$ cat src/rtl/operand_pkg.sv
// Shared definitions for the operand entry stage and the add/subtract display stage.
// Holds the entry-state encoding, default operand width and op codes.
package operand_pkg;

    localparam int unsigned DATA_W_DEFAULT = 4;

    localparam logic OP_ADD = 1'b0;
    localparam logic OP_SUB = 1'b1;

    typedef enum logic [1:0] {
        S_A    = 2'd0,
        S_B    = 2'd1,
        S_OP   = 2'd2,
        S_SHOW = 2'd3
    } state_t;

    // Entry order is A -> B -> OP -> SHOW, then back to A.
    function automatic state_t next_step(input state_t s);
        state_t n;
        case (s)
            S_A:     n = S_B;
            S_B:     n = S_OP;
            S_OP:    n = S_SHOW;
            default: n = S_A;
        endcase
        return n;
    endfunction

endpackage

$ cat src/rtl/btn_debounce.sv
// Two-flop synchroniser plus counter debounce for one pushbutton.
// Emits a single-cycle press pulse on each accepted rising level.
module btn_debounce #(
    parameter int unsigned DEBOUNCE_CYCLES = 250000
) (
    input  logic clk_in,
    input  logic rst,
    input  logic btn_raw,
    output logic level,
    output logic press
);

    localparam int unsigned CNT_W = $clog2(DEBOUNCE_CYCLES);
    localparam logic [CNT_W-1:0] CNT_LAST = CNT_W'(DEBOUNCE_CYCLES - 1);

    logic             sync1;
    logic             sync2;
    logic             stable;
    logic             stable_d;
    logic [CNT_W-1:0] cnt;

    always_ff @(posedge clk_in) begin
        if (rst) begin
            sync1    <= 1'b0;
            sync2    <= 1'b0;
            stable   <= 1'b0;
            stable_d <= 1'b0;
            cnt      <= '0;
        end else begin
            sync1    <= btn_raw;
            sync2    <= sync1;
            stable_d <= stable;
            // Any sample agreeing with the accepted level restarts the count.
            if (sync2 == stable) begin
                cnt <= '0;
            end else if (cnt == CNT_LAST) begin
                stable <= ~stable;
                cnt    <= '0;
            end else begin
                cnt <= cnt + CNT_W'(1);
            end
        end
    end

    assign level = stable;
    assign press = stable & ~stable_d;

endmodule

$ cat src/rtl/operand_entry.sv
// Collects operand A, operand B and the op select from switches and two buttons,
// presenting them as registered values to the add/subtract display stage.
module operand_entry
    import operand_pkg::*;
#(
    parameter int unsigned DATA_W          = DATA_W_DEFAULT,
    parameter int unsigned DEBOUNCE_CYCLES = 250000
) (
    input  logic              clk_in,
    input  logic              rst,
    input  logic [DATA_W-1:0] sw,
    input  logic              btn_enter,
    input  logic              btn_clear,
    output logic [DATA_W-1:0] out_a,
    output logic [DATA_W-1:0] out_b,
    output logic              out_op,
    output logic [1:0]        step,
    output logic              show_valid
);

    logic   enter_press;
    logic   clear_press;
    logic   enter_level;
    logic   clear_level;
    logic   unused_levels;
    state_t state;

    btn_debounce #(
        .DEBOUNCE_CYCLES(DEBOUNCE_CYCLES)
    ) u_enter (
        .clk_in (clk_in),
        .rst    (rst),
        .btn_raw(btn_enter),
        .level  (enter_level),
        .press  (enter_press)
    );

    btn_debounce #(
        .DEBOUNCE_CYCLES(DEBOUNCE_CYCLES)
    ) u_clear (
        .clk_in (clk_in),
        .rst    (rst),
        .btn_raw(btn_clear),
        .level  (clear_level),
        .press  (clear_press)
    );

    assign unused_levels = &{1'b0, enter_level, clear_level};

    always_ff @(posedge clk_in) begin
        if (rst) begin
            state      <= S_A;
            out_a      <= '0;
            out_b      <= '0;
            out_op     <= OP_ADD;
            show_valid <= 1'b0;
        end else if (clear_press) begin
            // Clear outranks a coincident enter; the enter is dropped.
            state      <= S_A;
            out_a      <= '0;
            out_b      <= '0;
            out_op     <= OP_ADD;
            show_valid <= 1'b0;
        end else if (enter_press) begin
            case (state)
                S_A:     out_a  <= sw;
                S_B:     out_b  <= sw;
                S_OP:    out_op <= sw[0];
                default: ;
            endcase
            state      <= next_step(state);
            show_valid <= (state == S_OP);
        end
    end

    assign step = state;

endmodule

$ cat config.mk
export PLATFORM = sky130hd
export DESIGN_NAME = operand_entry
export DESIGN_NICKNAME = d
export VERILOG_FILES = /design/src/rtl/operand_pkg.sv /design/src/rtl/btn_debounce.sv /design/src/rtl/operand_entry.sv
export SDC_FILE = /design/constraint.sdc
export NUM_CORES = 1
export LEC_CHECK = 0
export CAP_MARGIN = 40
export CORE_MARGIN = 2
export CORE_UTILIZATION = 45
export CTS_CLUSTER_DIAMETER = 30
export DETAILED_ROUTE_END_ITERATION = 10
export GPL_ROUTABILITY_DRIVEN = 0
export GPL_TIMING_DRIVEN = 0
export PLACE_DENSITY_LB_ADDON = 0.15
export SKIP_CTS_REPAIR_TIMING = 1
export SLEW_MARGIN = 30
export SYNTH_ARGS = -nofsm -noshare
export SYNTH_HDL_FRONTEND = slang
export SYNTH_HIERARCHICAL = 1
export SYNTH_SLANG_ARGS = --single-unit
$ cat constraint.sdc
create_clock -name clk_in -period 2.35 [get_ports clk_in]
set_clock_uncertainty 0.05 [all_clocks]
set_input_delay 0.47 -clock clk_in [delete_from_list [all_inputs] [get_ports clk_in]]
set_output_delay 0.47 -clock clk_in [all_outputs]
set_load 0.03 [all_outputs]
## After elaboration in Yosys (flattened, before gate mapping)

Index checks and enable logic that the tools add are counted.

- Add/subtract/negate cells: 2
- $mul: 0
- Divide/modulo/power cells: 0
- Magnitude comparators: 0
- Equal/unequal tests: 6
- Shift operators: 0
- Multiplexer cells: 1
- Bitwise gates (word level): 8
- Reductions and logical operators: 9

Operators with widths:

| operator | number |
|---|---|
| adder 18 x 1 -> 18 bit, second input constant | 2 |
| == test 18 bit, second input constant | 2 |
| AND reduction 2 bit | 5 |
| NOT 1 bit | 6 |
| one-hot mux 2 bit (3 select lines) | 1 |
| OR reduction 3 bit | 2 |
| AND 1 bit | 2 |
| == test 1 bit | 2 |
| == test 2 x 1 -> 1 bit, second input constant | 1 |
| == test 2 bit, second input constant | 1 |
| logical NOT 2 bit | 1 |
| OR reduction 2 bit | 1 |

- Register bits after elaboration: 56
- Latch bits: 0
- RAM bits: 0
- Memory bits (read-only): 0
- Input bits: 8
- Output and inout port bits: 12
- Logic and storage cells: 41
- Memories kept: 0

## Logic depth before layout (Yosys ltp)

- Depth in word-level cells: 3
- Gate-level depth with buffers: 6

## By module

Netlist, hierarchy kept.

By module, submodules not included:

| module | instances | cells each | area an instance (µm²) | seq. area each (µm²) |
|---|---|---|---|---|
| btn_debounce | 2 | 106 | 1007.2 | 440.4 |
| operand_entry | 1 | 58 | 610.6 | 240.2 |

## Least setup slack after synthesis

OpenSTA, ideal clock, no wires.

- Path kind: register to register
- Start point: register u_clear.cnt[0]
- End point: register u_clear.cnt[9]
- Library setup time: 0.115 ns
- Arrival: 1.471 ns
- Data required time: 2.185 ns
- Path slack: 0.715 ns
- Cell stages (with the launch flop): 6
- Path buffers: 1
- Period minus slack after synthesis: 1.635 ns
- Cell sequence: dfxtp_1 > ha_1 > nand3_1 > o41ai_4 > buf_6 > nor2_1

- Longest elaborated chain between the ends: 2
- Elaborated cells between the ends (all ways): 3
- Classes of those cells: add/sub (1); eq/ne (1); reduce/logical (1)

RTL lines:

| element | RTL line | RTL |
|---|---|---|
| start: declaration | btn_debounce.sv:20 | `logic [CNT_W-1:0] cnt;` |
| start signal: assignment | btn_debounce.sv:40 | `cnt <= cnt + CNT_W'(1);` |
| parallel branches: the longest is 2 deep, another holds adder 18 x 1 -> 18 bit | n/a |  |

Parallel ways; which one is timed is not known.
A chain may end at the register's enable or synchronous reset.

## Worst setup path in the final report

- Start point: register state[1], in the netlist step[1]
- End point: output port step[1]

RTL lines:

| element | RTL line | RTL |
|---|---|---|
| start: declaration | operand_entry.sv:26 | `state_t state;` |
| start signal: assignment | operand_entry.sv:71 | `state <= next_step(state);` |
| end: declaration | operand_entry.sv:17 | `output logic [1:0] step,` |

No word-level cell between the ends.

==> impl_metrics.csv <==
group,metric,value,unit
clock_tree,clkSinkCount,56,
sta,maxClockFrequency,516,MHz
clock_tree,clock_tree.root_cell,"clkbuf_8",
sta,final.setup.tns,0,ps
placed_design,dpl-instance-area,2910,µm²
finish,layout.cells.non_filler,368,
pwr,p_per_area,497,nW/µm²
sta,final_worst_setup_slack,414,ps
grt,first_global_vias,1761,
synthesis,post-synth-top-area-fraction,42.7,%
clock_tree,worstSkewPairLatency,300,ps
floorplan,row_count,27,
synthesis,synth.net_count,284,
placed_design,port_buffers,19,
grt,grt_antenna_before_repair,0,
floorplan,die_h,80.4,µm
sta,final_period_minus_worst_setup_slack,1940,ps
run,max_cap_viol_count,0,
sta,rsz0062_at_grt,"false",
synthesis,synth-main-ff-cell,"dfxtp_1",
finish,fin_area,2980,µm²
sta,final_max_slew_viol_count,0,
floorplan,core_area,5570,µm²
finish,layout-drive-gt1-share,13.9,%
floorplan,design.die.area,6460,µm²
worst_setup_path,crit_arrival,1420,ps
floorplan,io_pins,20,
worst_setup_path,worst_setup_path_end_kind,"primary output",
sta,final-setup-viol-count,0,
synthesis,synth_area_leaders,"dfxtp_1, nor2_1, xor2_1",
grt,grt_first_pass_wirelength,7800,µm
pwr,vdd_ir_drop_max,0.438,mV
synthesis,synthesized_area,2630,µm²
sta,final.period_utilization,82.4,%
detailed_routing,drtIter0Drc,79,
worst_setup_path,critPathMaxFanout,5,
run_status,outcome,"complete, no violations",
worst_setup_path,worstSetupPathType,"reg -> out",
detailed_routing,postRouteAntennaNets,0,
synthesis,yosysWarnings,6,
synthesis,asyncSetResetFlopFracSynth,0,%
min_path,hold_class,"reg -> reg",
worst_setup_path,crit_required,1830,ps
clock_tree,htree_levels,2,
detailed_routing,vias,1892,
finish,final.fill_count,531,
worst_setup_path,cp_top_family,"buffers and inverters",
sta,maxSlewHeadroom,59.8,%
detailed_routing,avgRoutedWirePerCell,12.2,µm
clock_tree,clock_tree.buffer_depth,2,
sta,worst_slew_pin_slew,601,ps
synthesis,synth_common_cells,"dfxtp_1, nor2_1, nand3_1",
floorplan,fp.dieW,80.4,µm
worst_setup_path,critical-path-slowest-cell,"clkdlybuf4s50_1",
floorplan,initial_core_util,47.1,%
detailed_routing,drt_pre_antenna_iters,4,
synthesis,synth_most_common_cell,"dfxtp_1",
sta,finalHoldViolCount,0,
worst_setup_path,worst_path_largest_cell_delay,700,ps
finish,syn_to_final_growth,13.6,%
grt,grt_start_max_net_pins,16,
placed_design,dp_hpwl,3220,µm
synthesis,synth_area_leader_cell,"dfxtp_1",
worst_setup_path,cp_cell_sequence,"clkdlybuf4s50_1",
grt,grt_use_total,15.2,%
placed_design,numPlacedInstances,361,
worst_setup_path,cp-start-kind,"flip-flop",
synthesis,postSynthCellCount,270,
detailed_routing,drt-total-wl,4470,µm
synthesis,ys_ff_latch,56,
synthesis,yosys.cell_types.count,34,
clock_tree,path_clk_slew,90,ps
synthesis,synth.avg_cell_area,9.72,µm²
synthesis,synth_sequential_area_ratio,42.7,%
synthesis,synth_edf_count,0,
detailed_routing,detail_route.vias_per_cell,5.14,
grt,overflow,0,
finish,antenna-diode-count,0,
placed_design,setup_slack_after_placement,384,ps
clock_tree,tritoncts_clock_tree,"yes",
finish,final_net_count,310,
pwr,leakagePower,0.937,nW
clock_tree,cts_buffers,5,
pwr,p_total,1.48,mW
detailed_routing,drcViolationCount,0,
worst_setup_path,critPathBufInv,1,
-- path summary, 6_finish.rpt --
check	from	endpoint	slack [ps]	depth (start not counted)
hold / removal	u_clear/sync1	u_clear/sync2	400	1
setup reg to reg	u_enter/cnt[0]	u_enter/cnt[13]	450	5
setup / recovery	step[1]	step[1]	410	1
hold reg to reg	u_clear/sync1	u_clear/sync2	400	1
-- kinds of logic after synthesis --
group           synth area share (%)
mux                             1.62
compound gates                  11.0
buf+inv                         5.00
fa+ha+maj                       2.86
simple gates                    26.8
flops                           42.7
xor+xnor                        10.0
-- cell usage in the layout, fill, tap and decap left out, drive strengths merged --
| cell type | n |
|---|---|
| nor3 | 4 |
| and2 | 2 |
| or2 | 1 |
| nor4 | 6 |
| mux2 | 2 |
| clkbuf | 10 |
| clkdlybuf4s50 | 19 |
| or4b | 4 |
| and4 | 6 |
| xnor2 | 14 |
| o41ai | 6 |
| nor4b | 4 |
| clkinv | 1 |
| nand3 | 21 |
| ha | 6 |
| and3 | 2 |
| nand2 | 12 |
| inv | 6 |
| nor2b | 10 |
| a21bo | 9 |
| a211oi | 1 |
| mux2i | 2 |
| nand4 | 12 |
| xor2 | 16 |
| a21oi | 13 |
| buf | 9 |
| dfxtp | 56 |
| nor2 | 42 |
-- layout make-up --
cell class	instances	area (µm²)	share of cell area, %
multi-input combinational	195	1370	46.0
sequential	56	1120	37.6
timing repair buffer	19	190	6.38
buffer	13	109	3.65
tap	72	90.1	3.02
clock buffer	6	72.6	2.43
inverter	6	22.5	0.755
clock inverter	1	5.00	0.168
-- power breakdown --
group / switching [mW] / internal (mW) / total, mW
logic: 0.0178 / 0.0200 / 0.0378
registers: 0.00208 / 0.952 / 0.954
clock network: 0.286 / 0.203 / 0.489
total: 0.305 / 1.18 / 1.48
-- metrics by stage --
stage	util, %	hold WS, ps
after floorplan	-	364
after global placement	52.1	367
after detailed placement	52.1	379
after CTS	53.5	402
after global routing	53.5	419
final	53.5	396
-- layer usage --
metal,track usage (%),wire length (µm)
met5,0,0
met4,5.08,68
met3,3.37,94
met2,25.1,2000
met1,19.5,2310
-- state kept, by name, summed over array words and instances, names as in the netlist --
register / flops
out_a: 4
out_b: 4
out_op: 1
show_valid: 1
step: 2
u_clear/cnt: 18
u_clear/level: 1
u_clear/stable_d: 1
u_clear/sync1: 1
u_clear/sync2: 1
u_enter/cnt: 18
u_enter/level: 1
u_enter/stable_d: 1
u_enter/sync1: 1
u_enter/sync2: 1
(Power assumes the default switching activity.)
==> edit 1, RTL diff (config.mk and constraints unchanged) <==
`DEBOUNCE_CYCLES` is set to 250000 in 2 places; all go to 125000.
--- a/src/rtl/btn_debounce.sv
+++ b/src/rtl/btn_debounce.sv
@@ -1,7 +1,7 @@
 // Two-flop synchroniser plus counter debounce for one pushbutton.
 // Emits a single-cycle press pulse on each accepted rising level.
 module btn_debounce #(
-    parameter int unsigned DEBOUNCE_CYCLES = 250000
+    parameter int unsigned DEBOUNCE_CYCLES = 125000
 ) (
     input  logic clk_in,
     input  logic rst,
--- a/src/rtl/operand_entry.sv
+++ b/src/rtl/operand_entry.sv
@@ -4,7 +4,7 @@
     import operand_pkg::*;
 #(
     parameter int unsigned DATA_W          = DATA_W_DEFAULT,
-    parameter int unsigned DEBOUNCE_CYCLES = 250000
+    parameter int unsigned DEBOUNCE_CYCLES = 125000
 ) (
     input  logic              clk_in,
     input  logic              rst,
Behaviour: same outputs for any inputs over 10 cycles, from zero or initial values and one cycle with rst high; that may be too few to reach the edited logic, so the function may still have changed.
==> edit 1 against the unedited design <==
Utilization up 1.3 points; power up 6.7%; first-iteration DRC count down 10%; worst setup slack worse by 0.20 ns; cell area down 4.4%; synthesized cell count down 3.7%; routed wire length down 7.3%; clock power up 27%; sequential cell count down 2; global-route usage down 0.41 points; synthesized area down 6.2%; critical path type is now reg -> reg; critical endpoint is now u_enter/cnt[8].
==> edit 1: results (changes against the unedited design) <==
| Metric | Value |
|---|---|
| Fillers | 491 (-7.5%) |
| CP Launch Point | u_enter/cnt[12] |
| Vias | 1,800 (-4.9%) |
| Leakage | 0.893 nW (-4.8%) |
| Met3 Use GR | 3.95% (+0.58 points) |
| Post-synth top cells | dfxtp_1, nor2_1, nand3_1 |
| Top Registers | u_clear/cnt x17, u_enter/cnt x17 |
| Status | complete, no violations |
| Sequential power | 0.921 mW (-3.5%) |
| Met1 WL | 2060 um (-11%) |
| Worst Tran Pin Value | 0.419 ns (-0.183 ns) |
| First-pass GRT wire length | 7260 um (-7.0%) |
| Worst hold slack | 0.400 ns (+0.00398 ns) |
| Nets | 302 (-2.6%) |
| Crit-path leading delay family | simple AND/OR/NAND/NOR gates |
| Area contributors post-synth | dfxtp_1, xnor2_1, nor2_1 |
| Pre-CTS setup slack | 0.222 ns (-0.162 ns) |
| Routed len/inst | 11.6 um (-4.2%) |
| Drt first-iter violations | 71 (-10%) |
| M1 GR Usage | 18.4% (-1.2 points) |
| DP Area | 2740 sq um (-5.7%) |
| M2 GR Usage | 24.6% (-0.51 points) |
| Reg2reg end | u_enter/cnt[8] |
| Sequential share of the synthesized area | 43.9% (+1.2 points) |
| Crit share post-route | 91.1% (+8.7 points) |
| Comb power frac | 2.3% (-0.3 points) |
| Met3 WL | 145 um (+54%) |
| Critical Path AT | 2.29 ns (+0.87 ns) |
| FF-to-FF setup slack | 0.21 ns (-0.24 ns) |
| Worst IR Drop VDD | 0.000252 V (-42%) |
| Library cells used by synthesis | 30 (-12%) |
-- edit 1: changes by cell type after synthesis, sizes merged, moves of 4 or more --
cell,delta
a21oi,-4
inv,+4
xor2,-8
o41ai,-4
nand3,+4
o21ai,+4
nand2,-6
nor3,+4
and4,-6
xnor2,+10
-- edit 1: area by class of cell --
class,instances,area share [%]
multi-input combinational,187,43.7
sequential,54,37.9
timing repair buffer,19,6.67
buffer,9,3.38
tap,70,3.07
clock buffer,6,2.89
inverter,10,1.32
clock inverter,1,1.05
-- edit 1: logic make-up (layout without fill, tap and decap cells) --
| kind of cell | Yosys count | in the layout | synth area share, % |
|---|---|---|---|
| simple gates | 120 | 120 | 24.7 |
| flops | 54 | 54 | 43.9 |
| xor+xnor | 32 | 32 | 11.4 |
| compound gates | 25 | 25 | 9.65 |
| buf+inv | 19 | 45 | 5.44 |
| fa+ha+maj | 8 | 8 | 4.07 |
| mux | 2 | 2 | 0.813 |
==> edit 2, RTL diff (config.mk and constraints unchanged) <==
Without the edit above. Register the output `step` once more, with the module's reset; this adds one clock of latency there. The other outputs are not delayed to match.
--- a/src/rtl/operand_entry.sv
+++ b/src/rtl/operand_entry.sv
@@ -73,7 +73,13 @@
         end
     end
 
-    assign step = state;
+    always_ff @(posedge clk_in) begin
+        if (rst) begin
+            step <= '0;
+        end else begin
+            step <= state;
+        end
+    end
 
 endmodule
 
Formal check against the unedited RTL: same outputs for any inputs over 10 cycles, from zero or initial values and one cycle with rst high; that may be too few to reach the edited logic, so the function may still have changed.
==> edit 2 against the unedited design <==
Worst setup slack improved by 0.064 ns; utilization increased by 0.32 points; largest cell class unchanged; cell area grew 4.9%; count of clock-buffer cells in the layout up 4; sequential cell count up 2; maximum frequency up 3.4%; via count grew 3.3%; first-iteration DRC count shrank 5.1%; synthesized area grew 1.6%; largest power group unchanged; cell count rose by 4.3%; power is 24% higher; routed wire length up 3.7%.
==> edit 2: results (changes against the unedited design) <==
| Metric | Value |
|---|---|
| Worst-path maximum fanout | 10 (+5) |
| Clk_buf instances | 10 (+4) |
| Clock Tree Root | clkbuf_8 |
| Final clock-cell share | 5.76% (+3.2 points) |
| Switch Pwr | 0.429 mW (+40%) |
| First-pass GRT wire length | 7940 um (+1.8%) |
| Fillers | 562 (+5.8%) |
| Drt first-iter violations | 75 (-5.1%) |
| Crit path largest cell delay | 0.65 ns (-0.05 ns) |
| Crit-path leading delay family | compound AO/OA/AOI/OAI gates |
| YS warnings | 6 (unchanged) |
| Worst Tran Pin Value | 0.589 ns (-0.0126 ns) |
| Number of global-route vias before repair | 1,824 (+3.6%) |
| Num CTS Buffers | 9 (+4) |
| Post-detail-place hpwl | 3140 um (-2.7%) |
| Clk slew on worst S/H paths | 0.07 ns (-0.02 ns) |
| GRT Total Usage | 15.6% (+0.47 points) |
| Nets | 318 (+2.6%) |
| Critical Path AT | 2.05 ns (+0.63 ns) |
| Sequential share of the synthesized area | 43.5% (+0.84 points) |
| Worst IR Drop VDD | 0.000368 V (-16%) |
| Yosys reg bits | 58 (+3.6%) |
| Routed len/inst | 12.1 um (-0.61%) |
| Leakage | 0.990 nW (+5.6%) |
| Multi-input gates | 197 (+1.0%) |
| Seq area share | 37.1% (-0.49 points) |
| Fraction of area in multi-input gates | 44.1% (-1.9 points) |
| Reg2reg end | u_clear/cnt[9] |
| Status | complete, no violations |
| Non-CTS buffers | 32 (unchanged) |
| TritonRoute pass-1 iters | 4 (unchanged) |
| Syn Nets | 288 (+1.4%) |
| Worst R2R Start | u_clear/cnt[0] |
| Largest net degree at the start of global routing | 14 (-2) |
| Post-synth top cells | dfxtp_1, nor2_1, nand3_1 |
| FF-to-FF setup slack | 0.48 ns (+0.03 ns) |
| Non-clock buffer share | 9.35% (-0.67 points) |
| Area contributors post-synth | dfxtp_1, nor2_1, xor2_1 |
| Vias | 1,954 (+3.3%) |
| H-tree levels | 3 (+1) |
| Layout cells sized above 1 | 18.1% (+4.3 points) |
| Clk Latency, worst-skew pair | 0.33 ns (+0.03 ns) |
| Critical-path top delay cell | o41ai_4 |
[edit 2: kinds of logic (layout without fill, tap and decap cells)]
logic type | Yosys count | in the layout | share of synthesized area, %
AO/OA/AOI/OAI | 29 | 29 | 10.8
adder cells (fa/ha/maj) | 6 | 6 | 2.82
XOR/XNOR | 30 | 30 | 9.85
multiplexers | 4 | 4 | 1.60
buffers and inverters | 19 | 54 | 4.69
flip-flops | 58 | 58 | 43.5
AND/OR/NAND/NOR | 128 | 128 | 26.7
[edit 2: power groups by stage]
stage	logic [mW]	clock network (mW)	registers [mW]
after floorplan	0.0190	0	1.01
after global placement	0.0393	0	1.01
after detailed placement	0.0390	0	1.01
after CTS	0.0392	0.844	0.989
after global routing	0.0419	0.884	0.989
final	0.0384	0.816	0.989
[edit 2: metrics by stage]
stage / std cells / setup slack, ns / util (%) / hold slack (ns) / instance area [sq um]
after CTS: 384 / 0.460 / 53.8 / 0.402 / 3130
after floorplan: 274 / 0.715 / - / 0.364 / 2670
after detailed placement: 368 / 0.324 / 50.7 / 0.385 / 2950
after global placement: 368 / 0.362 / 50.7 / 0.379 / 2950
after global routing: 384 / 0.330 / 53.8 / 0.422 / 3130
final: 384 / 0.477 / 53.8 / 0.394 / 3130
[edit 2: layer usage]
layer	global-route usage (%)	wire (um)	up-vias
li1	-	-	1013
met1	19.3	2270	907
met2	24.5	2150	26
met3	4.11	131	8
met4	9.15	87	0
met5	0	0	-
[edit 2: worst max-delay path by stage]
stage / endpoint / from
floorplan: u_clear/cnt[9] / u_clear/cnt[0]
CTS: out_b[0] / out_b[0]
finish: u_clear/cnt[9] / u_clear/cnt[0]
global placement: u_enter/cnt[9] / rst
global route: u_clear/cnt[9] / u_clear/cnt[0]
detailed placement: u_enter/cnt[16] / rst
